===== config.mk =====
export PLATFORM = sky130hd
export DESIGN_NAME = audio_adc_capture_flat
export DESIGN_NICKNAME = d
export VERILOG_FILES = /design/src/rtl/audio_adc_capture_if.sv /design/src/rtl/audio_adc_capture.sv /design/src/flat_wrapper.sv
export SDC_FILE = /design/constraint.sdc
export NUM_CORES = 1
export LEC_CHECK = 0
export ABC_AREA = 1
export BUFFER_PORTS_ARGS = -buffer_cell sky130_fd_sc_hd__clkbuf_2
export CAP_MARGIN = 20
export CORE_MARGIN = 2
export CORE_UTILIZATION = 36
export DETAILED_ROUTE_END_ITERATION = 10
export PLACE_DENSITY = 0.64
export SYNTH_ARGS = -nofsm -noshare
export SYNTH_HDL_FRONTEND = slang
export SYNTH_SLANG_ARGS = --single-unit

===== constraint.sdc =====
create_clock -name clk -period 5.3 [get_ports clk]
set_input_delay 0.795 -clock clk [delete_from_list [all_inputs] [get_ports clk]]
set_output_delay 0.795 -clock clk [all_outputs]
set_load 0.01 [all_outputs]

===== src/rtl/audio_adc_capture_if.sv =====
// audio_adc_capture_if: stereo frame stream leaving the capture FIFO.
// The capture block is master; the consumer is slave and owns out_ready.
interface audio_adc_capture_if #(
  parameter int DATA_W = 16
);
  logic [DATA_W-1:0] out_left;
  logic [DATA_W-1:0] out_right;
  logic              out_valid;
  logic              out_ready;

  modport master (
    output out_left,
    output out_right,
    output out_valid,
    input  out_ready
  );

  modport slave (
    input  out_left,
    input  out_right,
    input  out_valid,
    output out_ready
  );
endinterface


===== src/rtl/audio_adc_capture.sv =====
// audio_adc_capture: WM8731 I2S ADC deserializer feeding a FWFT
// stereo frame FIFO drained over a valid/ready stream.
module audio_adc_capture #(
  parameter int DATA_W = 16,
  parameter int DEPTH  = 8
) (
  input  logic                     clk,
  input  logic                     Reset_n,
  input  logic                     enable,
  input  logic                     AUD_BCLK,
  input  logic                     AUD_ADCLRCK,
  input  logic                     AUD_ADCDAT,
  audio_adc_capture_if.master      aud,
  output logic                     overflow,
  input  logic                     clr_overflow,
  output logic [$clog2(DEPTH):0]   fill_level,
  output logic [31:0]              frame_count
);

  localparam int IW = $clog2(DATA_W);
  localparam int CW = IW + 1;
  localparam int AW = $clog2(DEPTH);
  localparam int FW = AW + 1;

  localparam logic [CW-1:0] LP_SLOT_FULL = CW'(DATA_W);
  localparam logic [IW-1:0] LP_MSB       = IW'(DATA_W - 1);
  localparam logic [FW-1:0] LP_DEPTH     = FW'(DEPTH);

  typedef enum logic {
    ST_IDLE,
    ST_ARMED
  } arm_state_t;

  logic [1:0]        r_bclk_sync;
  logic [1:0]        r_lrck_sync;
  logic [1:0]        r_dat_sync;
  logic              r_bclk_prev;

  logic              w_bclk_rise;
  logic              w_lrck;
  logic              w_dat;
  logic              w_boundary;
  logic              w_right_done;

  logic              r_lrck_prev;
  logic [DATA_W-1:0] r_shreg;
  logic [DATA_W-1:0] r_left_hold;
  logic [CW-1:0]     r_bit_cnt;
  logic [IW-1:0]     w_bit_idx;

  arm_state_t        r_state;
  arm_state_t        w_state_nxt;
  logic              w_push;

  logic [DATA_W-1:0] r_mem_l [DEPTH];
  logic [DATA_W-1:0] r_mem_r [DEPTH];
  logic [AW-1:0]     r_wptr;
  logic [AW-1:0]     r_rptr;
  logic [FW-1:0]     r_count;
  logic              r_overflow;
  logic [31:0]       r_frame_cnt;

  logic              w_valid;
  logic              w_pop;
  logic              w_full;
  logic              w_wr;
  logic              w_drop;

  // Bring the codec pins into the clk domain and remember last BCLK.
  always_ff @(posedge clk) begin
    if (!Reset_n) begin
      r_bclk_sync <= '0;
      r_lrck_sync <= '0;
      r_dat_sync  <= '0;
      r_bclk_prev <= 1'b0;
    end else begin
      r_bclk_sync <= {r_bclk_sync[0], AUD_BCLK};
      r_lrck_sync <= {r_lrck_sync[0], AUD_ADCLRCK};
      r_dat_sync  <= {r_dat_sync[0], AUD_ADCDAT};
      r_bclk_prev <= r_bclk_sync[1];
    end
  end

  assign w_bclk_rise  = r_bclk_sync[1] & ~r_bclk_prev;
  assign w_lrck       = r_lrck_sync[1];
  assign w_dat        = r_dat_sync[1];
  assign w_boundary   = w_bclk_rise & (w_lrck ^ r_lrck_prev);
  assign w_right_done = w_boundary & ~w_lrck;
  assign w_bit_idx    = LP_MSB - r_bit_cnt[IW-1:0];

  // Shift slot bits MSB-first; a channel change restarts the word
  // and the delay bit on that edge is dropped.
  always_ff @(posedge clk) begin
    if (!Reset_n) begin
      r_lrck_prev <= 1'b0;
      r_shreg     <= '0;
      r_left_hold <= '0;
      r_bit_cnt   <= '0;
    end else if (w_bclk_rise) begin
      r_lrck_prev <= w_lrck;
      if (w_boundary) begin
        r_bit_cnt <= '0;
        r_shreg   <= '0;
        if (w_lrck) begin
          r_left_hold <= r_shreg;
        end
      end else if (r_bit_cnt < LP_SLOT_FULL) begin
        r_shreg[w_bit_idx] <= w_dat;
        r_bit_cnt          <= r_bit_cnt + CW'(1);
      end
    end
  end

  // Arming state register.
  always_ff @(posedge clk) begin
    if (!Reset_n) begin
      r_state <= ST_IDLE;
    end else begin
      r_state <= w_state_nxt;
    end
  end

  // Arm on the first right-word end seen while enabled so the first
  // pushed frame carries a complete left word.
  always_comb begin
    w_state_nxt = r_state;
    w_push      = 1'b0;
    unique case (r_state)
      ST_IDLE: begin
        if (enable && w_right_done) begin
          w_state_nxt = ST_ARMED;
        end
      end
      ST_ARMED: begin
        if (!enable) begin
          w_state_nxt = ST_IDLE;
        end else if (w_right_done) begin
          w_push = 1'b1;
        end
      end
      default: w_state_nxt = ST_IDLE;
    endcase
  end

  assign w_valid = (r_count != '0);
  assign w_pop   = w_valid & aud.out_ready;
  assign w_full  = (r_count == LP_DEPTH);
  assign w_wr    = w_push & (~w_full | w_pop);
  assign w_drop  = w_push & w_full & ~w_pop;

  // Frame storage; contents only matter behind the pointers.
  always_ff @(posedge clk) begin
    if (w_wr) begin
      r_mem_l[r_wptr] <= r_left_hold;
      r_mem_r[r_wptr] <= r_shreg;
    end
  end

  // Pointers and occupancy.
  always_ff @(posedge clk) begin
    if (!Reset_n) begin
      r_wptr  <= '0;
      r_rptr  <= '0;
      r_count <= '0;
    end else begin
      if (w_wr) begin
        r_wptr <= r_wptr + AW'(1);
      end
      if (w_pop) begin
        r_rptr <= r_rptr + AW'(1);
      end
      unique case (1'b1)
        (w_wr && !w_pop): r_count <= r_count + FW'(1);
        (w_pop && !w_wr): r_count <= r_count - FW'(1);
        default:          r_count <= r_count;
      endcase
    end
  end

  // Sticky drop flag (a new drop beats the clear) and push counter.
  always_ff @(posedge clk) begin
    if (!Reset_n) begin
      r_overflow  <= 1'b0;
      r_frame_cnt <= '0;
    end else begin
      if (w_drop) begin
        r_overflow <= 1'b1;
      end else if (clr_overflow) begin
        r_overflow <= 1'b0;
      end
      if (w_wr) begin
        r_frame_cnt <= r_frame_cnt + 32'd1;
      end
    end
  end

  assign aud.out_valid = w_valid;
  assign aud.out_left  = w_valid ? r_mem_l[r_rptr] : '0;
  assign aud.out_right = w_valid ? r_mem_r[r_rptr] : '0;
  assign overflow      = r_overflow;
  assign fill_level    = r_count;
  assign frame_count   = r_frame_cnt;

endmodule


===== src/flat_wrapper.sv =====
// flat-port wrapper written by rule: the top's interface ports become plain ports
module audio_adc_capture_flat 
#(
  parameter int DATA_W = 16,
  parameter int DEPTH  = 8
)
  (clk, Reset_n, enable, AUD_BCLK, AUD_ADCLRCK, AUD_ADCDAT, overflow, clr_overflow, fill_level, frame_count, aud_out_left, aud_out_right, aud_out_valid, aud_out_ready);
  audio_adc_capture_if #(.DATA_W(DATA_W)) aud_i ();
  input  logic clk;
  input  logic Reset_n;
  input  logic enable;
  input  logic AUD_BCLK;
  input  logic AUD_ADCLRCK;
  input  logic AUD_ADCDAT;
  output logic overflow;
  input  logic clr_overflow;
  output logic [$clog2(DEPTH):0] fill_level;
  output logic [31:0] frame_count;
  output wire logic [$bits(aud_i.out_left)-1:0] aud_out_left;
  output wire logic [$bits(aud_i.out_right)-1:0] aud_out_right;
  output wire logic [$bits(aud_i.out_valid)-1:0] aud_out_valid;
  input wire logic [$bits(aud_i.out_ready)-1:0] aud_out_ready;
  assign aud_out_left = aud_i.out_left;
  assign aud_out_right = aud_i.out_right;
  assign aud_out_valid = aud_i.out_valid;
  assign aud_i.out_ready = aud_out_ready;
  audio_adc_capture #(.DATA_W(DATA_W), .DEPTH(DEPTH)) u_core (.clk(clk), .Reset_n(Reset_n), .enable(enable), .AUD_BCLK(AUD_BCLK), .AUD_ADCLRCK(AUD_ADCLRCK), .AUD_ADCDAT(AUD_ADCDAT), .aud(aud_i), .overflow(overflow), .clr_overflow(clr_overflow), .fill_level(fill_level), .frame_count(frame_count));
endmodule

==> summary.md <==
| Metric | Value |
|---|---|
| Status | finished clean |
| Internal power | 0.00489 W |
| Sw Share | 31.5% |
| Static Leakage | 5.75 nW |
| FP Rows | 72 |
| RSZ-0062 raised after global routing | no |
| Top-Level Pins | 78 |
| Remaining number of nets flagged by the antenna check after routing | 0 |
| Drt drc | 0 |
| Wire per inst | 17.1 um |
| Clk buf depth | 3 |
| Avg Vias per Cell | 5.08 |
| Clock root buffer | sky130_fd_sc_hd__clkbuf_16 |
| Main synth FF type | sky130_fd_sc_hd__edfxtp_1 |
| Clock buffers created by TritonCTS | 39 |
| P&R area growth vs syn | 14.8% |
| Max IR drop VDD | 0.541 mV |
| Relative max-transition margin | 25.6% |
| Placeable core region | 38900 sq um |
| Syn avg cell area | 10.4 sq um |
| Count of pins over their slew limit | 0 |
| CP Capture Type | primary output |
| Filler Cells Inserted | 3712 |
| Final Setup Violations | 0 |
| Worst clock skew | 0.0140 ns |
| Initial antenna violation count | 0 |
| Diodes inserted | 0 |
| Launching element type of the critical path | register |
| Placer Congestion | 0.833 |
| Setup Buffers After CTS | 0 |
| Overflow after GRT | 0 |
| Number of nets in the layout | 1452 |
| Gr usage total | 16.4% |
| Combinational cell fraction of total power | 21.9% |
| Part of the total power dissipated in sequential elements | 42.1% |
| Seq/Total Area, Yosys | 66.7% |
| Number of synthesis warnings | 0 |
| Type of the tightest min-delay check | register to register |
| Setup TNS after final layout | 0 ns |
| First-pass iteration count of the detailed router | 5 |
| Power Density | 435 nW/um^2 |
| Starting DRT DRC Count | 795 |
| Share of final-layout standard cells stronger than drive strength 1 | 12.6% |
| Fraction of registers with async set or reset after synthesis | 0% |
| Final period demand of the worst path | 4.15 ns |
| Clock sink total | 348 |
| FMAX | 0.241 GHz |
| Die Outline Area | 41300 sq um |
| Clk Latency, worst-skew pair | 0.55 ns |
| Die Wd | 203 um |
| Leading cell type by number of instances after synthesis | sky130_fd_sc_hd__nor2_1 |
| Net Sw Power | 0.00225 W |
| Clock Pin Slew Worst Setup and Hold Paths | 0.06 ns |
| Cells resized by post-CTS repair | 0 |
| CTS tree | yes |
| HPWL Detailed | 18800 um |
| Starting density of the core | 36.7% |
| Most area-consuming cells after synthesis | sky130_fd_sc_hd__edfxtp_1 (54%), sky130_fd_sc_hd__dfxtp_1 (13%), sky130_fd_sc_hd__nor2_1 (8.2%), sky130_fd_sc_hd__o21ai_0 (6.2%), sky130_fd_sc_hd__nand2_1 (4.9%) |
| Clock Power Share | 36.0% |
| Global-route wire length before repair | 53200 um |
| Post-synthesis instance area | 14300 sq um |
| Hold-fix buffer count after cts | 0 |
| Flip-flop and latch count after synthesis | 348 |
| Via count | 10100 |
| Fin crit share | 78.3% |
| List of most frequent post-synthesis cells | sky130_fd_sc_hd__nor2_1 (313), sky130_fd_sc_hd__edfxtp_1 (256), sky130_fd_sc_hd__nand2_1 (188) |
| Number of buffers added on ports | 77 |
| Maximum number of pins on one net before global-route repair | 71 |
| Largest area contributor in the netlist | sky130_fd_sc_hd__edfxtp_1 |
| Count of unique library cells instantiated by Yosys | 35 |
| Worst Setup Path Type | register to primary output |
| Critical Path RT | 4.51 ns |
| Tightest Pin Transition | 1.11 ns |
| Y dimension of the die | 203 um |
| Total instance count after detailed placement | 1912 |
| Largest fanout on the critical path | 70 |
| Area share of the leading cell type in the synthesized netlist | 53.8% |
| Max-Cap Viols | 0 |
| Cells after Synth | 1371 |
| Final std cells w/o fill | 1983 |
| Hold Vio Cnt, Final | 0 |
| Number of global-route vias before repair | 9825 |
| Total Routed Length | 33900 um |
| H-tree Lvls | 2 |
| Syn_nets | 1387 |
| Arrival @ worst endpoint | 3.36 ns |
| Number of enable-type register cells in the synthesized netlist | 256 |
==> kinds of logic (layout without fill, tap and decap cells) <==
| family | after synthesis | in the layout | synth area share [%] |
|---|---|---|---|
| and+or+nand+nor | 557 | 557 | 15.9 |
| DFF | 348 | 348 | 66.7 |
| adders and majority gates | 8 | 8 | 0.701 |
| AOI/OAI and AO/OA | 322 | 322 | 12.2 |
| buffers and inverters | 124 | 218 | 3.78 |
| xor gates and xnor gates | 12 | 12 | 0.736 |
==> power by group through the flow <==
stage	clock, W	combinational, W	sequential [W]
3_3_place_gp	0	0.00155	0.00306
6_report	0.00257	0.00156	0.00301
5_1_grt	0.00273	0.00176	0.00302
4_1_cts	0.00263	0.00158	0.00301
3_5_place_dp	0	0.00158	0.00306
2_1_floorplan	0	0.00108	0.00301
==> stage by stage <==
stage / power, W / hold slack (ns) / utilization [%] / setup slack (ns) / cell area, sq um
final: 0.00714 / 0.409 / 42.1 / 1.15 / 16400
after global routing: 0.00750 / 0.420 / 42.1 / 0.798 / 16400
after CTS: 0.00722 / 0.388 / 42.1 / 1.07 / 16400
after detailed placement: 0.00464 / 0.401 / 39.0 / 1.67 / 15200
after global placement: 0.00461 / 0.399 / 39.0 / 1.70 / 15200
after floorplan: 0.00409 / 0.390 / - / 1.20 / 14300
==> registers in the layout, summed over array words and instances, names as in the netlist, named ones only <==
| name | count |
|---|---|
| u_core.r_rptr | 3 |
| u_core.frame_count | 32 |
| u_core.r_bclk_prev | 1 |
| u_core.r_state | 1 |
| u_core.r_mem_r | 128 |
| u_core.r_shreg | 16 |
| u_core.r_bclk_sync | 2 |
| u_core.fill_level | 4 |
| u_core.overflow | 1 |
| u_core.r_left_hold | 16 |
| u_core.r_lrck_prev | 1 |
| u_core.r_wptr | 3 |
| u_core.r_mem_l | 128 |
| u_core.r_lrck_sync | 2 |
| u_core.r_bit_cnt | 5 |
| u_core.r_dat_sync | 2 |
==> layer usage <==
metal / vias to the layer above / share of wire (%) / track usage [%]
met5: - / 0 / 0
met4: 0 / 2.5 / 5.37
met3: 67 / 6.0 / 3.58
met2: 272 / 48 / 27.6
met1: 4840 / 44 / 21.1
li1: 4889 / - / -
==> layout make-up <==
cell class | instances | area (sq um) | area share (%)
flip-flops and latches | 348 | 9530 | 58.1
clock buffers | 44 | 1000 | 6.13
well taps | 518 | 648 | 3.95
repair buffers | 92 | 531 | 3.23
clock inverters | 26 | 208 | 1.27
multi-input cells | 899 | 4260 | 26.0
inverters | 56 | 214 | 1.30
==> critical path, cell delays in order, from the launching register on <==
cell                       delay [ns]
sky130_fd_sc_hd__dfxtp_4         0.74
sky130_fd_sc_hd__clkinv_2        0.79
sky130_fd_sc_hd__buf_12          0.45
sky130_fd_sc_hd__o21ai_0         0.19
sky130_fd_sc_hd__o22ai_1         0.09
sky130_fd_sc_hd__o21ai_1         0.12
sky130_fd_sc_hd__a31oi_1         0.14
sky130_fd_sc_hd__clkbuf_2        0.22
==> cells in the final DEF (no fill, tap or decap), drive strengths merged, types with 8 or more instances in the layout <==
cell | Yosys | final
clkinv | 1 | 22
a21oi | 47 | 47
nand3 | 13 | 13
nand3b | 15 | 15
a211oi | 12 | 12
buf | 29 | 15
clkbuf | 39 | 121
o22ai | 32 | 32
inv | 55 | 58
nand2 | 198 | 198
a31oi | 32 | 32
nor2 | 320 | 320
ha | 8 | 8
o21ai | 195 | 195
dfxtp | 92 | 92
xor2 | 10 | 10
edfxtp | 256 | 256
==> path summary, 6_finish.rpt <==
check                   startpoint                    end  slack [ns]  cells after the start
min reg2reg  u_core.r_lrck_sync[0]  u_core.r_lrck_sync[1]        0.41                      2
min          u_core.r_lrck_sync[0]  u_core.r_lrck_sync[1]        0.41                      2
max reg2reg  u_core.r_bclk_sync[1]   u_core.r_mem_r[4][6]        2.54                      7
max                       register       aud_out_left[12]        1.15                      7
Note: power is estimated with default switching activity, not from simulation.
